===== src/rtl/if_id_buffer.sv =====
// Fetch->decode pipeline register with a 2-entry skid buffer and an
// interrupt hold window that stalls fetch after an interrupt-marked word.
module if_id_buffer #(
  parameter int              DW       = 32,
  parameter logic [DW-1:0]   NOP_WORD = '0,
  parameter int              INT_HOLD = 2
) (
  input  logic          clk,
  input  logic          rst_n,
  input  logic [DW-1:0] i_instruction,
  input  logic [DW-1:0] i_pc,
  input  logic          i_int,
  input  logic          i_valid,
  output logic          o_ready,
  input  logic          i_stall,
  input  logic          i_flush,
  output logic [DW-1:0] o_instruction,
  output logic [DW-1:0] o_pc,
  output logic          o_int,
  output logic          o_valid
);

  typedef enum logic {RUN, HOLD} state_e;

  state_e        state_q, state_d;
  logic [3:0]    cnt_q, cnt_d;
  logic          main_vld_q, main_vld_d;
  logic          skid_vld_q, skid_vld_d;
  logic [DW-1:0] main_instr_q, main_instr_d;
  logic [DW-1:0] main_pc_q, main_pc_d;
  logic          main_int_q, main_int_d;
  logic [DW-1:0] skid_instr_q, skid_instr_d;
  logic [DW-1:0] skid_pc_q, skid_pc_d;
  logic          skid_int_q, skid_int_d;
  logic          accept_in;
  logic          take_out;

  // o_ready depends only on registered state, never on i_valid / i_stall
  always_comb begin
    o_ready       = (state_q == RUN) && !skid_vld_q;
    o_valid       = main_vld_q;
    o_instruction = main_vld_q ? main_instr_q : NOP_WORD;
    o_pc          = main_vld_q ? main_pc_q : '0;
    o_int         = main_vld_q && main_int_q;
    accept_in     = i_valid && o_ready;
    take_out      = main_vld_q && !i_stall;
  end

  always_comb begin
    state_d = state_q;
    cnt_d   = cnt_q;
    if (i_flush) begin
      state_d = RUN;
      cnt_d   = 4'd0;
    end else begin
      case (state_q)
        RUN: begin
          if (accept_in && i_int) begin
            state_d = HOLD;
            cnt_d   = 4'(INT_HOLD - 1);
          end
        end
        HOLD: begin
          if (cnt_q == 4'd0) state_d = RUN;
          else               cnt_d   = cnt_q - 4'd1;
        end
        default: state_d = RUN;
      endcase
    end
  end

  always_comb begin
    main_vld_d   = main_vld_q;
    skid_vld_d   = skid_vld_q;
    main_instr_d = main_instr_q;
    main_pc_d    = main_pc_q;
    main_int_d   = main_int_q;
    skid_instr_d = skid_instr_q;
    skid_pc_d    = skid_pc_q;
    skid_int_d   = skid_int_q;
    if (i_flush) begin
      main_vld_d = 1'b0;
      skid_vld_d = 1'b0;
    end else if (!main_vld_q || take_out) begin
      if (skid_vld_q) begin
        // Skid is older than any incoming word, so it moves up first
        main_vld_d   = 1'b1;
        main_instr_d = skid_instr_q;
        main_pc_d    = skid_pc_q;
        main_int_d   = skid_int_q;
        skid_vld_d   = accept_in;
        skid_instr_d = i_instruction;
        skid_pc_d    = i_pc;
        skid_int_d   = i_int;
      end else begin
        main_vld_d   = accept_in;
        main_instr_d = i_instruction;
        main_pc_d    = i_pc;
        main_int_d   = i_int;
      end
    end else if (accept_in) begin
      skid_vld_d   = 1'b1;
      skid_instr_d = i_instruction;
      skid_pc_d    = i_pc;
      skid_int_d   = i_int;
    end
  end

  always_ff @(posedge clk or negedge rst_n) begin
    if (!rst_n) begin
      state_q    <= RUN;
      cnt_q      <= 4'd0;
      main_vld_q <= 1'b0;
      skid_vld_q <= 1'b0;
    end else begin
      state_q    <= state_d;
      cnt_q      <= cnt_d;
      main_vld_q <= main_vld_d;
      skid_vld_q <= skid_vld_d;
    end
  end

  // Payload registers are qualified by the valid bits, so they carry no reset
  always_ff @(posedge clk) begin
    main_instr_q <= main_instr_d;
    main_pc_q    <= main_pc_d;
    main_int_q   <= main_int_d;
    skid_instr_q <= skid_instr_d;
    skid_pc_q    <= skid_pc_d;
    skid_int_q   <= skid_int_d;
  end

endmodule


===== config.mk =====
export PLATFORM = sky130hd
export DESIGN_NAME = if_id_buffer
export DESIGN_NICKNAME = d
export VERILOG_FILES = /design/src/rtl/if_id_buffer.sv
export SDC_FILE = /design/constraint.sdc
export NUM_CORES = 1
export LEC_CHECK = 0
export ABC_AREA = 0
export CAP_MARGIN = 20
export CELL_PAD_IN_SITES_DETAIL_PLACEMENT = 1
export CELL_PAD_IN_SITES_GLOBAL_PLACEMENT = 2
export CORE_MARGIN = 1.5
export CORE_UTILIZATION = 37
export CTS_CLUSTER_SIZE = 25
export DETAILED_ROUTE_END_ITERATION = 12
export PLACE_DENSITY = 0.87
export SETUP_SLACK_MARGIN = 0.2
export SYNTH_ARGS = -nofsm -noshare
export SYNTH_HDL_FRONTEND = slang
export SYNTH_SLANG_ARGS = --single-unit

===== constraint.sdc =====
create_clock -name clk -period 12.5 [get_ports clk]
set_input_delay 3.125 -clock clk [delete_from_list [all_inputs] [get_ports clk]]
set_output_delay 3.125 -clock clk [all_outputs]
set_load 0.005 [all_outputs]

==> results of run 1 <==
-- Yosys cell counts (all sizes together) --
master	number
edfxtp	130
and2	65
mux2	65
clkbuf	9
buf	8
dfrtp	7
a21oi	5
nand2	4
inv	3
nor2b	3
nor3	3
ha	2
nor2	2
a211o	1
a211oi	1
a21o	1
a221o	1
a221oi	1
and3	1
and3b	1
nand2b	1
nor4	1
nor4b	1
or3	1
or3b	1
or4b	1
xnor2	1
-- logic make-up after synthesis --
family / Yosys count / share of synthesized area (%)
muxes: 65 / 13.2
and+or+nand+nor: 85 / 9.52
AOI/OAI and AO/OA: 10 / 1.33
adders and majority gates: 2 / 0.452
DFF: 137 / 73.7
xor gates and xnor gates: 1 / 0.158
buffers and inverters: 20 / 1.63
-- where the power goes --
part / internal (mW) / switching (mW)
Sequential: 0.526 / 0.0105
Clock: 0.331 / 0.182
Combinational: 0.0583 / 0.0334
-- worst max-delay path: cells and delay by family (launching register included) --
kind | cells | cell delay, ns
buf+inv | 1 | 0.54
flops | 1 | 0.99
simple gates | 1 | 0.24
-- flip-flops by register name (all words and copies together), names as in the netlist --
name and cells:
skid_vld_q 1, main_instr_q 32, cnt_q 4, skid_instr_q 32, o_valid 1, state_q 1, skid_pc_q 32, main_int_q 1
skid_int_q 1, main_pc_q 32
-- path summary, 6_finish.rpt --
path | startpoint | to | slack (ns) | cells past startpoint
max | o_valid$_DFFE_PN0P_ | o_instruction[11] | 7.18 | 2
min | skid_instr_q[14]$_DFFE_PP_ | main_instr_q[14]$_DFFE_PP_ | 0.55 | 1
max reg2reg | o_valid$_DFFE_PN0P_ | skid_pc_q[3]$_DFFE_PP_ | 9.35 | 4
min reg2reg | skid_instr_q[14]$_DFFE_PP_ | main_instr_q[14]$_DFFE_PP_ | 0.55 | 1
max in group asynchronous | rst_n | skid_vld_q$_DFFE_PN0P_ | 9.23 | 1
min in group asynchronous | rst_n | state_q$_DFF_PN0_ | 2.98 | 1
-- stage by stage --
stage	hold slack (ns)	power [mW]	setup slack, ns
6_report	0.547	1.14	7.18
5_1_grt	0.558	1.18	6.96
4_1_cts	0.548	1.16	7.07
3_5_place_dp	0.533	0.640	6.77
3_3_place_gp	0.506	0.635	6.85
2_1_floorplan	0.488	0.579	5.13
-- metal layers --
metal / global-route usage (%) / up-vias / wire length [um]
li1: - / 1470 / -
met1: 18.4 / 1587 / 4970
met2: 26.1 / 91 / 5760
met3: 4.75 / 19 / 497
met4: 6.02 / 2 / 205
met5: 0 / - / 10
-- cell type report --
type | count | area (um^2)
tap | 184 | 230
inverter | 3 | 11.3
fill | 1374 | 6890
multi-input combinational | 163 | 1390
clock buffer | 18 | 429
clock inverter | 14 | 180
timing repair buffer | 138 | 1380
sequential | 137 | 4080
==> run metrics, run 1 <==
status=completed; DRT Wirelength=11,400 um; Slew @ Worst Pin=0.984 ns; CTS Buf Count=17; drt wl/cell=17.4 um; number of max-cap violations=0; Total Die Area=15,700 um^2; Final Cycle Share=42.5%; ANT cells=0; largest net degree at the start of global routing=71; Max H-tree Level=4; clk_lat worst skew=0.41 ns; slowest library cell on the worst path=dfrtp_2; CTS resizes=0; Boundary Pins=137; cell row count=44; CP Launch Type=flop; Fin Setup TNS=0 ns; Ys Warns=0; P_leak=2.63 nW; layout cells sized above 1=21.6%; DRT iter0 DRCs=173; grt total ovfl=0; CTS tree=built; Min Clock Period, post-route=5.32 ns; DP Area=7090 um^2; Hold Crit Class=flop to flop; final setup violation count=0; relative slew slack=34.4%; Die Wd=125 um; final core occ=52.8%; Final Net Count=532; initial antenna violation count=1; CTS root buf=clkbuf_16; VDD IR max=73.7 uV; routed vias/inst=4.82; CP arrival=2.19 ns; DPL Wire Length=7080 um; top cells by area, synth=edfxtp_1 (71%), mux2_2 (13%), and2_1 (7.3%), dfrtp_1 (3.2%), clkbuf_1 (0.61%); Fmax=0.188 GHz; CP required=9.38 ns; clock buffer depth=2; post-synth top area share=70.5%; Vias=3,169; commonest non-fill, non-tap cell in the layout=clkdlybuf4s50_1; Final Cell Area=7700 um^2; syn_nets=392; Max Slew Vio Count=0; skew final=0.00873 ns; Initial Util=37.9%; vias in the first global route=3,505; final antenna-violating net count=0; synthesized area=5540 um^2; Synth area leader=edfxtp_1; CP Max Fanout=68; Buffers on Ports=136; sequential area share after synthesis=73.7%; hold buffer count at CTS=0; P&R area growth vs syn=39.1%; DRC violations left=0; first-pass GRT wire length=18,500 um; Final Hold Violating Endpoints=0; RSZ-0062 raised after global routing=no; number of synthesized register bits=137; gpl congestion=0.759; critical-path cell list=and2_1, clkdlybuf4s50_1; Die Ht=125 um; number of library cell types mapped by synthesis=28; core footprint=14,600 um^2; Avg Inst Size Synth=17.3 um^2; P per Cell Area=148 nW/um^2; DRT Pass-1 Iters=4; most frequent cells in the layout=clkdlybuf4s50_1 (136), edfxtp_1 (130), mux2_2 (65), and2_1 (65), clkbuf_16 (17); GRT Util Overall=15.4%; Worst-path clk slew=0.06 ns; clk sink count=137; WS Path Type=flop to output pin; Synth Instances=320; Non-Filler Instances=657; dpl cells=625; CP peak stage delay=0.99 ns; Worst setup EP type=output pin; Post-CTS Setup Bufs=0
No activity file was read; power rests on OpenSTA's default activity.
==> run 2: changes to the inputs <==
Settings changed: CORE_UTILIZATION 37 to 31, PLACE_DENSITY 0.87 to 0.78.
Clock period 12.5 ns to 4.45 ns, I/O delays scaled along.
==> run 2 against run 1 <==
Compared with the run above: via count fell by 0.32%; clock power rose to 2.6 times the previous value; critical path depth did not move; routed wire length rose by 5.1%; highest routed layer is now met4.
==> run metrics, run 2 (synthesis results as in run 1) <==
grt total ovfl=0; DRT Pass-1 Iters=4; GRT Util Overall=13.6%; relative slew slack=34.9%; CTS tree=built; vias in the first global route=3,445; Slew @ Worst Pin=0.976 ns; Final Cycle Share=72.9%; CTS Buf Count=17; Reg2Reg Depth=5; CP Launch Type=flop; gpl congestion=0.712; Total Die Area=18,700 um^2; Final Net Count=535; Vias=3,159; Worst setup EP type=output pin; Die Ht=137 um; CP Max Fanout=70; Boundary Pins=137; Hold Crit Class=flop to flop; DRT iter0 DRCs=106; cell row count=48; DPL Wire Length=7780 um; CP required=3.34 ns; hold buffer count at CTS=0; P&R area growth vs syn=39.9%; drt wl/cell=17.2 um; critical-path cell list=nor2_1, clkdlybuf4s50_1; Die Wd=137 um; Post-Place Setup Slack=1.00 ns; Fin Setup TNS=0 ns; Fillers=1,696; WS Path Type=flop to output pin; RSZ-0062 raised after global routing=no; skew final=0.00774 ns; final antenna-violating net count=0; CTS root buf=clkbuf_16; clock buffer depth=2; most frequent cells in the layout=clkdlybuf4s50_1 (136), edfxtp_1 (130), mux2_2 (65), and2_1 (65), clkbuf_16 (17); clk sink count=137; ANT cells=0; VDD IR max=225 uV; CP peak stage delay=1.01 ns; commonest non-fill, non-tap cell in the layout=clkdlybuf4s50_1; CP arrival=2.13 ns; clk_lat worst skew=0.40 ns; hold path cells=1; Min Clock Period, post-route=3.24 ns; final worst slack=1.21 ns; routed vias/inst=4.51; Buffers on Ports=136; Max Slew Vio Count=0; DRT Wirelength=12,000 um; final setup violation count=0; Fmax=0.308 GHz; CTS resizes=0; DRC violations left=0; Max H-tree Level=4; layout cells sized above 1=22.1%; P per Cell Area=402 nW/um^2; slowest library cell on the worst path=dfrtp_4; largest net degree at the start of global routing=71; Worst-path clk slew=0.06 ns; status=completed; Post-CTS Setup Bufs=0; first-pass GRT wire length=18,900 um; core footprint=17,400 um^2; Final Hold Violating Endpoints=0; Initial Util=31.9%; number of max-cap violations=0; initial antenna violation count=0; P_leak=2.63 nW
[run 2: worst max-delay path, delay by kind of cell, from the launching register on]
| family | cells | cell delay, ns |
|---|---|---|
| flops | 1 | 1.01 |
| buf+inv | 1 | 0.49 |
| simple gates | 1 | 0.12 |
[run 2: metrics by stage]
step / power, mW / util (%) / hold slack (ns) / std cells / area [um^2]
floorplan: 1.62 / - / 0.488 / 320 / 5540
global placement: 1.79 / 41.2 / 0.511 / 668 / 7160
detailed placement: 1.80 / 41.2 / 0.524 / 668 / 7160
CTS: 3.15 / 44.5 / 0.537 / 700 / 7720
global route: 3.22 / 44.6 / 0.558 / 701 / 7750
finish: 3.11 / 44.6 / 0.537 / 701 / 7750
[run 2: cell type report]
| class | instances | area [um^2] | area share, % |
|---|---|---|---|
| tap | 225 | 282 | 3.63 |
| clock inverter | 14 | 133 | 1.71 |
| clock buffer | 18 | 429 | 5.54 |
| sequential | 137 | 4080 | 52.7 |
| multi-input combinational | 163 | 1390 | 17.9 |
| timing repair buffer | 141 | 1420 | 18.3 |
| inverter | 3 | 11.3 | 0.145 |
[run 2: where the power goes]
group	switching [mW]	internal [mW]	total (mW)	leakage [nW]
sequential	0.0264	1.48	1.50	1.31
clock	0.524	0.816	1.34	0.270
combinational	0.0998	0.168	0.268	1.05
total	0.651	2.46	3.11	2.63
[run 2: final timing paths]
kind	start	endpoint	slack (ns)
min	cnt_q[1]$_DFFE_PN0P_	cnt_q[1]$_DFFE_PN0P_	0.54
min in group asynchronous	rst_n	cnt_q[2]$_DFFE_PN0P_	0.97
max in group asynchronous	rst_n	skid_vld_q$_DFFE_PN0P_	3.20
min reg2reg	cnt_q[1]$_DFFE_PN0P_	cnt_q[1]$_DFFE_PN0P_	0.54
max	skid_vld_q$_DFFE_PN0P_	o_ready	1.21
max reg2reg	o_valid$_DFFE_PN0P_	skid_instr_q[30]$_DFFE_PP_	1.77
[run 2: routing by layer]
metal	part of all wire, %	track usage, %
met1	46	17.8
met2	46	21.2
met3	6.3	4.11
met4	1.1	5.32
met5	0	0
==> run 3: changes to the inputs <==
Settings changed: CORE_UTILIZATION 31 to 35, PLACE_DENSITY 0.78 to 0.83.
Clock period 4.45 ns to 3 ns, I/O delays scaled along.
==> run 3 against run 2 <==
Compared with the run above: worst hold slack better by 0.0044 ns; sequential power up 48%; combinational power up 54%; final cell count down 1.9%; power up 53%; via count up 0.35%; clock-buffer cell count up 2.
==> run metrics, run 3 (synthesis results as in run 1) <==
combinational share of power=8.7%; final antenna-violating net count=0; sw frac=19.6%; first-pass GRT wire length=18,100 um; GRT Util Overall=14.9%; DRT Pass-1 Iters=4; WHS Endpoint=main_pc_q[5]$_DFFE_PP_; clk sink count=137; Vias=3,170; clk_lat worst skew=0.41 ns; VDD IR max=344 uV; skew final=0.00454 ns; Final Net Count=537; Hold Crit Class=flop to flop; hold path cells=1; worst reg2reg startpoint=o_valid$_DFFE_PN0P_; CTS root buf=clkbuf_16; relative slew slack=63.8%; P per Cell Area=608 nW/um^2; vias in the first global route=3,290; drt wl/cell=17.1 um; core footprint=15,300 um^2; area of the multi-input gates=1400 um^2; register area=4090 um^2; most frequent cells in the layout=clkdlybuf4s50_1 (136), edfxtp_1 (130), mux2_2 (65), and2_1 (65), clkbuf_16 (17); DRT iter0 DRCs=220; ANT cells=0; Slew @ Worst Pin=0.543 ns; CP Max Fanout=19; Total Die Area=16,600 um^2; Hold Slack=0.541 ns; P_int=3.82 mW; Fillers=1,496; Worst-path clk slew=0.05 ns; DRT Wirelength=11,700 um; gpl congestion=0.687; hold path start=skid_pc_q[5]$_DFFE_PP_; CP Launch Type=flop; part of the power in registers=46.7%; cell row count=45; Fin Setup TNS=0 ns; routed vias/inst=4.61; Worst setup EP type=output pin; commonest non-fill, non-tap cell in the layout=clkdlybuf4s50_1; clock share of power=44.6%; P&R area growth vs syn=41.0%; Reg2Reg Depth=5; DRC violations left=0; grt total ovfl=0; Max Slew Vio Count=0; status=completed; P_leak=2.67 nW; largest net degree at the start of global routing=66; post-route total power=4.75 mW; number of max-cap violations=0; DPL Wire Length=7530 um; layout cells sized above 1=21.8%; CP required=2.25 ns; RSZ-0062 raised after global routing=no; hold buffer count at CTS=0; WS Path Type=flop to output pin; clock buffer depth=2; CTS tree=built; Fmax=0.380 GHz; initial antenna violation count=0; Die Ht=129 um; final setup violation count=0; R2R setup slack=0.81 ns; Die Wd=129 um; Max H-tree Level=4; CP arrival=1.88 ns; FF-to-FF End=skid_pc_q[3]$_DFFE_PP_; Final Cycle Share=87.6%; Boundary Pins=137; Final Hold Violating Endpoints=0; Buffers on Ports=136; Initial Util=36.1%; Min Clock Period, post-route=2.63 ns; CTS Buf Count=17; Psw=0.933 mW
## run 3: worst max path at each step
stage                     slack, ns  cells past startpoint           startpoint                        end
after floorplan                0.11                      3              i_stall  skid_instr_q[0]$_DFFE_PP_
after global placement         0.23                      5              i_stall    skid_pc_q[10]$_DFFE_PP_
after detailed placement       0.19                      5              i_stall    skid_pc_q[11]$_DFFE_PP_
after CTS                      0.22                      3  o_valid$_DFFE_PN0P_           o_instruction[1]
after global routing           0.27                      3  o_valid$_DFFE_PN0P_           o_instruction[1]
final                          0.37                      3  o_valid$_DFFE_PN0P_           o_instruction[1]
## run 3: what timing repair did
item | CTS | global route
gates cloned | 0 | 0
buffers inserted | 0 | 1
endpoints found under the setup margin | 48 | 6
resized for setup | 2 | 0
## run 3: cell type report
type	instances	share of cell area, %
Sequential cell	137	52.3
Timing Repair Buffer	143	18.6
Multi-Input combinational cell	163	17.9
Clock buffer	20	5.59
Tap cell	211	3.38
Clock inverter	11	1.97
Inverter	3	0.144
## run 3: worst max-delay path, cell delays in order, from the launching register on
cell             delay (ns)
dfrtp_4                0.52
buf_4                  0.25
and2_1                 0.19
clkdlybuf4s50_1        0.51
## run 3: power groups by stage
stage / clock network [mW] / registers, mW / logic (mW)
detailed placement: 0 / 2.26 / 0.413
global placement: 0 / 2.26 / 0.400
CTS: 2.17 / 2.22 / 0.416
floorplan: 0 / 2.24 / 0.166
global route: 2.24 / 2.23 / 0.447
finish: 2.12 / 2.22 / 0.412
## run 3: per-layer routing
layer	global-route usage (%)	up-vias	wire length, um
li1	-	1486	-
met1	18.9	1576	5210
met2	23.3	94	5660
met3	4.91	14	686
met4	6.54	0	186
met5	0	-	0
## run 3: metrics by stage
stage	std cells	util (%)	area, um^2	worst slack (ns)
final	688	51.0	7810	0.371
after global routing	688	51.0	7810	0.269
after CTS	687	50.9	7800	0.224
after detailed placement	656	47.0	7200	0.193
after global placement	656	47.0	7200	0.225
after floorplan	320	-	5570	0.113
